--- src/rtl/ps2_key_rx_if.sv ---
// PS/2 key receiver bus.
// The host side (master) drives the raw PS/2 lines and watches the key event
// word and the error pulse. The receiver (slave) does the opposite.
//   ps2_clk_i  - raw PS/2 clock line, asynchronous, idle high
//   ps2_data_i - raw PS/2 data line, asynchronous, idle high
//   ps2_key_o  - key event word: [10] toggle, [9] pressed, [8] extended, [7:0] scancode
//   err_o      - one-cycle pulse on a framing, parity or timeout error
interface ps2_key_rx_if;
  logic        ps2_clk_i;
  logic        ps2_data_i;
  logic [10:0] ps2_key_o;
  logic        err_o;

  modport master (
    output ps2_clk_i,
    output ps2_data_i,
    input  ps2_key_o,
    input  err_o
  );

  modport slave (
    input  ps2_clk_i,
    input  ps2_data_i,
    output ps2_key_o,
    output err_o
  );
endinterface

--- src/rtl/ps2_key_rx.sv ---
// PS/2 keyboard receiver.
// Synchronizes and de-glitches both raw PS/2 lines, deframes 11-bit frames
// (start, 8 data LSB first, odd parity, stop) on falling clock edges, and
// folds the E0/F0 prefixes into a single 11-bit key event word.
// Ports:
//   clk_sys - system clock, sole clock of the block
//   reset   - synchronous, active-high reset
//   bus     - ps2_key_rx_if.slave: ps2_clk_i/ps2_data_i in, ps2_key_o/err_o out
// Parameters:
//   FILTER_LEN     - cycles a synchronized line must be stable before a change is accepted
//   TIMEOUT_CYCLES - maximum cycles between falling clock edges inside a frame
// Configuration macro:
//   PS2_KEY_PARITY_CHECK_EN - when defined, frames with bad (even) parity raise err_o
//                             and are discarded; otherwise parity is ignored.
module ps2_key_rx #(
  parameter int unsigned FILTER_LEN     = 8,
  parameter int unsigned TIMEOUT_CYCLES = 50000
) (
  input  logic          clk_sys,
  input  logic          reset,
  ps2_key_rx_if.slave   bus
);

  localparam int unsigned CntW   = $clog2(FILTER_LEN + 1);
  localparam int unsigned TmoW   = $clog2(TIMEOUT_CYCLES + 1);
  localparam logic [CntW-1:0] CntLast = CntW'(FILTER_LEN - 1);
  localparam logic [TmoW-1:0] TmoLast = TmoW'(TIMEOUT_CYCLES - 1);

  localparam logic [1:0] StIdle   = 2'd0;
  localparam logic [1:0] StData   = 2'd1;
  localparam logic [1:0] StParity = 2'd2;
  localparam logic [1:0] StStop   = 2'd3;

  // Index 0 = clock line, index 1 = data line.
  logic [1:0]      meta_q, sync_q, filt_q, filt_d;
  logic [CntW-1:0] cnt_q [2];
  logic [CntW-1:0] cnt_d [2];
  logic            clk_prev_q;
  logic            fall;

  logic [1:0]      state_q, state_d;
  logic [2:0]      bitcnt_q, bitcnt_d;
  logic [7:0]      shift_q, shift_d;
  logic [TmoW-1:0] tmo_q, tmo_d;
  logic            ext_q, ext_d;
  logic            brk_q, brk_d;
  logic [10:0]     key_q, key_d;
  logic            err_q, err_d;
`ifdef PS2_KEY_PARITY_CHECK_EN
  logic            par_q, par_d;
`endif

  // A line change is accepted only after FILTER_LEN consecutive differing samples.
  always_comb begin
    filt_d = filt_q;
    for (int i = 0; i < 2; i++) begin
      cnt_d[i] = '0;
      if (sync_q[i] != filt_q[i]) begin
        if (cnt_q[i] == CntLast) begin
          filt_d[i] = sync_q[i];
        end else begin
          cnt_d[i] = cnt_q[i] + 1'b1;
        end
      end
    end
  end

  assign fall = clk_prev_q & ~filt_q[0];

  always_comb begin
    state_d  = state_q;
    bitcnt_d = bitcnt_q;
    shift_d  = shift_q;
    tmo_d    = '0;
    ext_d    = ext_q;
    brk_d    = brk_q;
    key_d    = key_q;
    err_d    = 1'b0;
`ifdef PS2_KEY_PARITY_CHECK_EN
    par_d    = par_q;
`endif
    if (state_q != StIdle && !fall && tmo_q == TmoLast) begin
      // Inter-edge gap too long: drop the partial byte.
      state_d  = StIdle;
      bitcnt_d = '0;
      shift_d  = '0;
      err_d    = 1'b1;
      ext_d    = 1'b0;
      brk_d    = 1'b0;
    end else begin
      if (state_q != StIdle && !fall) begin
        tmo_d = tmo_q + 1'b1;
      end
      if (fall) begin
        case (state_q)
          StIdle: begin
            // A falling edge with data high is not a start bit; ignore it.
            if (!filt_q[1]) begin
              state_d  = StData;
              bitcnt_d = '0;
            end
          end
          StData: begin
            shift_d = {filt_q[1], shift_q[7:1]};
            if (bitcnt_q == 3'd7) begin
              state_d  = StParity;
              bitcnt_d = '0;
            end else begin
              bitcnt_d = bitcnt_q + 1'b1;
            end
          end
          StParity: begin
`ifdef PS2_KEY_PARITY_CHECK_EN
            par_d = filt_q[1];
`endif
            // Without the parity check the bit is simply consumed.
            state_d = StStop;
          end
          default: begin
            state_d = StIdle;
            if (!filt_q[1]) begin
              err_d = 1'b1;
              ext_d = 1'b0;
              brk_d = 1'b0;
`ifdef PS2_KEY_PARITY_CHECK_EN
            end else if (!(^{shift_q, par_q})) begin
              err_d = 1'b1;
              ext_d = 1'b0;
              brk_d = 1'b0;
`endif
            end else begin
              case (shift_q)
                8'hE0:   ext_d = 1'b1;
                8'hF0:   brk_d = 1'b1;
                8'hE1:   ;
                default: begin
                  key_d = {~key_q[10], ~brk_q, ext_q, shift_q};
                  ext_d = 1'b0;
                  brk_d = 1'b0;
                end
              endcase
            end
          end
        endcase
      end
    end
  end

  always_ff @(posedge clk_sys) begin
    if (reset) begin
      meta_q     <= 2'b11;
      sync_q     <= 2'b11;
      filt_q     <= 2'b11;
      cnt_q[0]   <= '0;
      cnt_q[1]   <= '0;
      clk_prev_q <= 1'b1;
      state_q    <= StIdle;
      bitcnt_q   <= '0;
      shift_q    <= '0;
      tmo_q      <= '0;
      ext_q      <= 1'b0;
      brk_q      <= 1'b0;
      key_q      <= '0;
      err_q      <= 1'b0;
`ifdef PS2_KEY_PARITY_CHECK_EN
      par_q      <= 1'b0;
`endif
    end else begin
      meta_q     <= {bus.ps2_data_i, bus.ps2_clk_i};
      sync_q     <= meta_q;
      filt_q     <= filt_d;
      cnt_q[0]   <= cnt_d[0];
      cnt_q[1]   <= cnt_d[1];
      clk_prev_q <= filt_q[0];
      state_q    <= state_d;
      bitcnt_q   <= bitcnt_d;
      shift_q    <= shift_d;
      tmo_q      <= tmo_d;
      ext_q      <= ext_d;
      brk_q      <= brk_d;
      key_q      <= key_d;
      err_q      <= err_d;
`ifdef PS2_KEY_PARITY_CHECK_EN
      par_q      <= par_d;
`endif
    end
  end

  assign bus.ps2_key_o = key_q;
  assign bus.err_o     = err_q;

endmodule

--- src/flat_wrapper.sv ---
// flat-port wrapper written by rule: the top's interface ports become plain ports
module ps2_key_rx_flat 
#(
  parameter int unsigned FILTER_LEN     = 8,
  parameter int unsigned TIMEOUT_CYCLES = 50000
)
  (clk_sys, reset, bus_ps2_clk_i, bus_ps2_data_i, bus_ps2_key_o, bus_err_o);
  ps2_key_rx_if bus_i ();
  input  logic clk_sys;
  input  logic reset;
  input wire logic [$bits(bus_i.ps2_clk_i)-1:0] bus_ps2_clk_i;
  input wire logic [$bits(bus_i.ps2_data_i)-1:0] bus_ps2_data_i;
  output wire logic [$bits(bus_i.ps2_key_o)-1:0] bus_ps2_key_o;
  output wire logic [$bits(bus_i.err_o)-1:0] bus_err_o;
  assign bus_i.ps2_clk_i = bus_ps2_clk_i;
  assign bus_i.ps2_data_i = bus_ps2_data_i;
  assign bus_ps2_key_o = bus_i.ps2_key_o;
  assign bus_err_o = bus_i.err_o;
  ps2_key_rx #(.FILTER_LEN(FILTER_LEN), .TIMEOUT_CYCLES(TIMEOUT_CYCLES)) u_core (.clk_sys(clk_sys), .reset(reset), .bus(bus_i));
endmodule
--- config.mk ---
export PLATFORM = sky130hd
export DESIGN_NAME = ps2_key_rx_flat
export DESIGN_NICKNAME = d
export VERILOG_FILES = /design/src/rtl/ps2_key_rx_if.sv /design/src/rtl/ps2_key_rx.sv /design/src/flat_wrapper.sv
export SDC_FILE = /design/constraint.sdc
export NUM_CORES = 1
export LEC_CHECK = 0
export BUFFER_PORTS_ARGS = -buffer_cell sky130_fd_sc_hd__buf_2
export CAP_MARGIN = 20
export CELL_PAD_IN_SITES_DETAIL_PLACEMENT = 0
export CELL_PAD_IN_SITES_GLOBAL_PLACEMENT = 1
export CORE_MARGIN = 3
export CORE_UTILIZATION = 46
export CTS_CLUSTER_SIZE = 16
export DETAILED_ROUTE_END_ITERATION = 8
export PLACE_DENSITY = 0.78
export SLEW_MARGIN = 40
export SYNTH_ARGS = -nofsm -noshare
export SYNTH_HDL_FRONTEND = slang
export SYNTH_SLANG_ARGS = --single-unit
--- constraint.sdc ---
create_clock -name clk_sys -period 2.02 [get_ports clk_sys]
set_input_delay 0.404 -clock clk_sys [delete_from_list [all_inputs] [get_ports clk_sys]]
set_output_delay 0.404 -clock clk_sys [all_outputs]
set_load 0.005 [all_outputs]
==> metrics, run 1 <==
outcome=completed; post-CTS sizing=0; Total GRT Usage=15.97%; Clock transition at path regs=0.06 ns; area leader, netlist=dfxtp_1; Yosys reg bits=58; Layout Cells excl Fill=345; worst hold-check slack=0.2586 ns; Seq/Total Area, Yosys=47.84%; Final #Nets=287; largest cells by area after synthesis=dfxtp_1 (48%), nor2_1 (7.4%), mux2i_1 (7.0%); die width=~79 um; Pleak=roughly 1.1 nW; most common cell in the netlist=dfxtp_1; synth-to-layout area growth=13.71%; Yosys cell types=45; number of synthesized flops with an enable pin=0; RSZ-0062 raised after global routing=false; syn nets=264; Slew Viols, Final=0; core area=4911 sq um; Setup Viol. Count Final=0; first-pass GRT wire length=7569 um; Worst setup EP type=flop; setup repair bufs after CTS=0; via-per-instance ratio=between 5 and 6; max-cap viol count=0; clock tree sinks=58; ys flop type=dfxtp_1; critical-path cell list=ha_1 > and3_1 > nand4_2 > nand2_1 > nor2_1; clock skew=~0.0093 ns; ratio of cells with drive above 1 in the final layout=16.91%; min Tclk post-route=about 1.7 ns; row count=25; initial antenna violation count=0; routed len/inst=12.37 um; crit path kind=reg -> reg; met1 track utilization from global routing=20.64%; die height=78.64 um; Initial Util=49.43%; DRT Pass-1 Iters=4; Multi-input gate area=1195 sq um; DR vias=1,733; Power per Cell Area=784.2 nW/um^2; Post-synth top cells=dfxtp_1 (58), nor2_1 (48), mux2i_1 (17), nand2_1 (13), xnor2_1 (13); antenna diode count=0; CP Buf/Inv Count=0; Startpoint Class=flop; CP required=between 2 and 2.5 ns; area share of the largest cell type after synthesis=47.84%; Yosys warning count=0; setup_tns=0 ns; worst skew pair latency=0.33 ns; met3 Resource Use GR=under 10%; hold_buf cts=0; Hold Fails Final Rpt=0; largest fanout on the critical path=15; I/O pin cnt=16; CTS tree=yes; FILL cells=455; worst-margin pin slew=approximately 0.53 ns; CP Depth=5; GR Util met2=around 23%; Congestion Overflow GR=0; Post-Syn Area=2427 sq um; full die area=6184 sq um; clk root buf=clkbuf_8; Routed Antenna Nets=0; # DRC=0; RePlAce Congestion=about 0.76; worst min path class=in -> reg; Clock Path Buffers=2; vias in the first global route=1,654; worst rel slew slack=64.17%; cts bufs inserted=9; period utilization=approximately 86%; Max H-tree Level=3; cell count after synthesis=between 200 and 300; Max Fclk=0.5738 GHz; Synth Area per Inst=9.671 sq um; Top delay family on crit path=simple AND/OR/NAND/NOR gates; CP peak stage delay=0.45 ns; Worst EP arrival=1.94 ns; sequential cell area=1161 sq um; Iteration-0 DRC Markers=83; asr flop ratio synth=0%; largest net degree at the start of global routing=16; Slowest cell on crit path=nand2_1; post-DP HPWL=3018 um; most used routing layer=met2; Reg2Reg Depth=5; final WL=~4300 um; hold path depth=2; Max VDD drop=0.4902 mV; Port Buffer Count=15; Placed Cells incl. Taps=330
-- worst paths after layout --
| check | startpoint | end | slack, ns |
|---|---|---|---|
| worst max register to register | u_core.tmo_q[0] | u_core.tmo_q[8] | 0.28 |
| worst max-delay path | u_core.tmo_q[0] | u_core.tmo_q[8] | 0.28 |
| worst min register to register | u_core.meta_q[1] | u_core.sync_q[1] | 0.41 |
| worst min-delay path | bus_ps2_clk_i | u_core.meta_q[0] | 0.26 |
-- final cells by class --
cell class,count,share of cell area [%]
Sequential cell,58,42.07
Clock inverter,2,0.3626
Clock buffer,13,6.482
Inverter,5,0.6800
Tap cell,67,3.037
Timing Repair Buffer,20,4.080
Multi-Input combinational cell,180,43.29
-- state kept, by name, summed over array words and instances (netlist names) --
| name | flops |
|---|---|
| u_core.bitcnt_q | 3 |
| u_core.brk_q | 1 |
| u_core.bus.err_o | 1 |
| u_core.bus.ps2_key_o | 11 |
| u_core.clk_prev_q | 1 |
| u_core.cnt_q | 8 |
| u_core.ext_q | 1 |
| u_core.filt_q | 2 |
| u_core.meta_q | 2 |
| u_core.shift_q | 8 |
| u_core.state_q | 2 |
| u_core.sync_q | 2 |
| u_core.tmo_q | 16 |
-- layer usage --
| layer | part of all wire, % | vias up |
|---|---|---|
| li1 | - | 911 |
| met1 | 52 | 788 |
| met3 | 4.0 | 8 |
| met4 | 1.7 | 0 |
| met5 | 0 | - |
| met2 | 42 | 26 |
-- where the power goes --
group          total (mW)  internal [mW]  switching (mW)
registers            1.15           1.15         0.00223
clock network       0.986          0.568           0.418
logic              0.0273         0.0104          0.0169
-- logic make-up (layout without fill, tap and decap cells) --
family | Yosys count | in the layout | synth area share (%)
buffers and inverters | 13 | 40 | 2.938
DFF | 58 | 58 | 47.83
xor gates and xnor gates | 20 | 20 | 7.217
muxes | 17 | 17 | 7.010
AOI/OAI and AO/OA | 20 | 20 | 6.392
and+or+nand+nor | 114 | 114 | 23.97
adders and majority gates | 9 | 9 | 4.639
-- through the flow --
step	util [%]	setup WS, ns	total power [mW]	area [sq um]
finish	56.20	0.2772	2.164	2760
global route	56.20	0.1128	2.249	2760
global placement	52.36	0.3008	1.204	2571
CTS	56.20	0.2512	2.203	2760
floorplan	-	0.4870	1.195	2427
detailed placement	52.36	0.2685	1.204	2571
-- cell usage in the layout (no fill, tap or decap), drive strengths merged, types with 7 or more instances in the layout --
master,netlist,layout
clkbuf,3,13
dfxtp,58,58
nand2,13,13
nor2,48,48
buf,5,20
mux2i,17,17
xor2,7,7
xnor2,13,13
ha,9,9
nand3,11,11
No activity file was read; power rests on OpenSTA's default activity.
==> run 2: changes to the inputs <==
--- a/config.mk
+++ b/config.mk
@@ -14,6 +14,7 @@
 export CTS_CLUSTER_SIZE = 16
 export DETAILED_ROUTE_END_ITERATION = 8
 export PLACE_DENSITY = 0.78
+export RECOVER_POWER = 25
 export SLEW_MARGIN = 40
 export SYNTH_ARGS = -nofsm -noshare
 export SYNTH_HDL_FRONTEND = slang
==> metrics, run 2 (same netlist as run 1, synthesis figures left out) <==
outcome=completed; Pleak=around 1.1 nW; worst-margin pin slew=0.5299 ns; ratio of cells with drive above 1 in the final layout=15.47%; Reg2Reg Depth=5; Worst EP arrival=1.94 ns; CP required=2.22 ns; vias in the first global route=1,654; clk root buf=clkbuf_8; most common cell after layout, fill and taps aside=dfxtp_1; largest register by flop count=u_core.tmo_q; most frequent cells in the layout=dfxtp_1 (58), nor2_1 (48), mux2i_1 (17); row count=25; antenna diode count=0; largest net degree at the start of global routing=16; synth-to-layout area growth=13.40%; Max Fclk=0.5741 GHz; Layout Cells excl Fill=between 300 and 400; post-DP HPWL=about 3000 um; routed len/inst=12.37 um; max-cap viol count=0; Max VDD drop=0.4908 mV; CTS tree=yes; post-CTS sizing=0; DR WL met3=169 um; Clock transition at path regs=0.06 ns; setup_tns=0 ns; clock skew=0.009272 ns; Initial Util=49.43%; Congestion Overflow GR=0; Iteration-0 DRC Markers=between 80 and 90; core area=4911 sq um; Slew Viols, Final=0; worst hold-check slack=approximately 0.26 ns; initial antenna violation count=0; WL met2=1807 um; worst rel slew slack=between 60 and 70%; setup repair bufs after CTS=0; Total GRT Usage=around 16%; first-pass GRT wire length=7569 um; die width=78.64 um; Startpoint Class=flop; RePlAce Congestion=around 0.76; hold_buf cts=0; Power per Cell Area=786.0 nW/um^2; Placed Cells incl. Taps=330; cts bufs inserted=9; Max H-tree Level=3; M1 WL=2220 um; Highest Signal Layer=met4; # DRC=0; number of flip-flops in the largest register=16; min Tclk post-route=approximately 1.7 ns; worst min path class=in -> reg; I/O pin cnt=16; period utilization=86.23%; DR vias=1,734; via-per-instance ratio=5.026; Port Buffer Count=15; die height=78.64 um; crit path kind=reg -> reg; worst reg2reg setup slack=between 0.2 and 0.3 ns; largest fanout on the critical path=15; overall power=2.164 mW; Worst setup EP type=flop; worst skew pair latency=0.33 ns; final WL=4269 um; reg-to-reg endpoint=u_core.tmo_q[8]; Routed Antenna Nets=0; hold path depth=2; Final #Nets=287; Hold Fails Final Rpt=0; full die area=6184 sq um; clock tree sinks=58; CP startpoint=u_core.tmo_q[0]; Clock Path Buffers=2; Setup Viol. Count Final=0; worst r2r src=u_core.tmo_q[0]; crit path to=u_core.tmo_q[8]; RSZ-0062 raised after global routing=false; DRT Pass-1 Iters=4
-- run 2: worst min path at each step --
stage | start | end
5_1_grt | bus_ps2_clk_i | u_core.meta_q[0]
2_1_floorplan | u_core.meta_q[0] | u_core.sync_q[0]
3_5_place_dp | u_core.meta_q[1] | u_core.sync_q[1]
3_3_place_gp | u_core.meta_q[1] | u_core.sync_q[1]
4_1_cts | bus_ps2_clk_i | u_core.meta_q[0]
6_report | bus_ps2_clk_i | u_core.meta_q[0]
-- run 2: cell type report --
class                   instances  area (sq um)
inverters                       5         18.77
fillers                       458          2158
repair buffers                 20         105.1
clock inverters                 2         10.01
clock buffers                  13         178.9
well taps                      67         83.83
flip-flops and latches         58          1161
multi-input cells             180          1195
-- run 2: stage by stage --
step           util [%]  worst slack, ns  cell area, sq um
2_1_floorplan         -           0.4870              2427
3_3_place_gp      52.36           0.3008              2571
3_5_place_dp      52.36           0.2685              2571
4_1_cts           56.20           0.2512              2760
5_1_grt           56.05           0.1112              2753
6_report          56.05           0.2782              2753
-- run 2: routing by layer --
layer,up-vias,global-route usage (%)
met2,26,23.09
met3,8,5.505
met5,-,0
met1,789,20.64
li1,911,-
met4,0,8.916
-- run 2: power breakdown --
group	switching, mW	total (mW)	leakage, nW	internal, mW
logic	0.0168	0.0261	0.526	0.00923
clock network	0.419	0.986	0.101	0.568
registers	0.00223	1.15	0.468	1.15
total	0.438	2.16	1.10	1.73
-- run 2: worst max-delay path, cell delays in order, from the launching register on --
cell and delay [ns]:
dfxtp_1 0.38, ha_1 0.22, and3_1 0.25, nand4_2 0.19, nand2_1 0.45, nor2_1 0.11
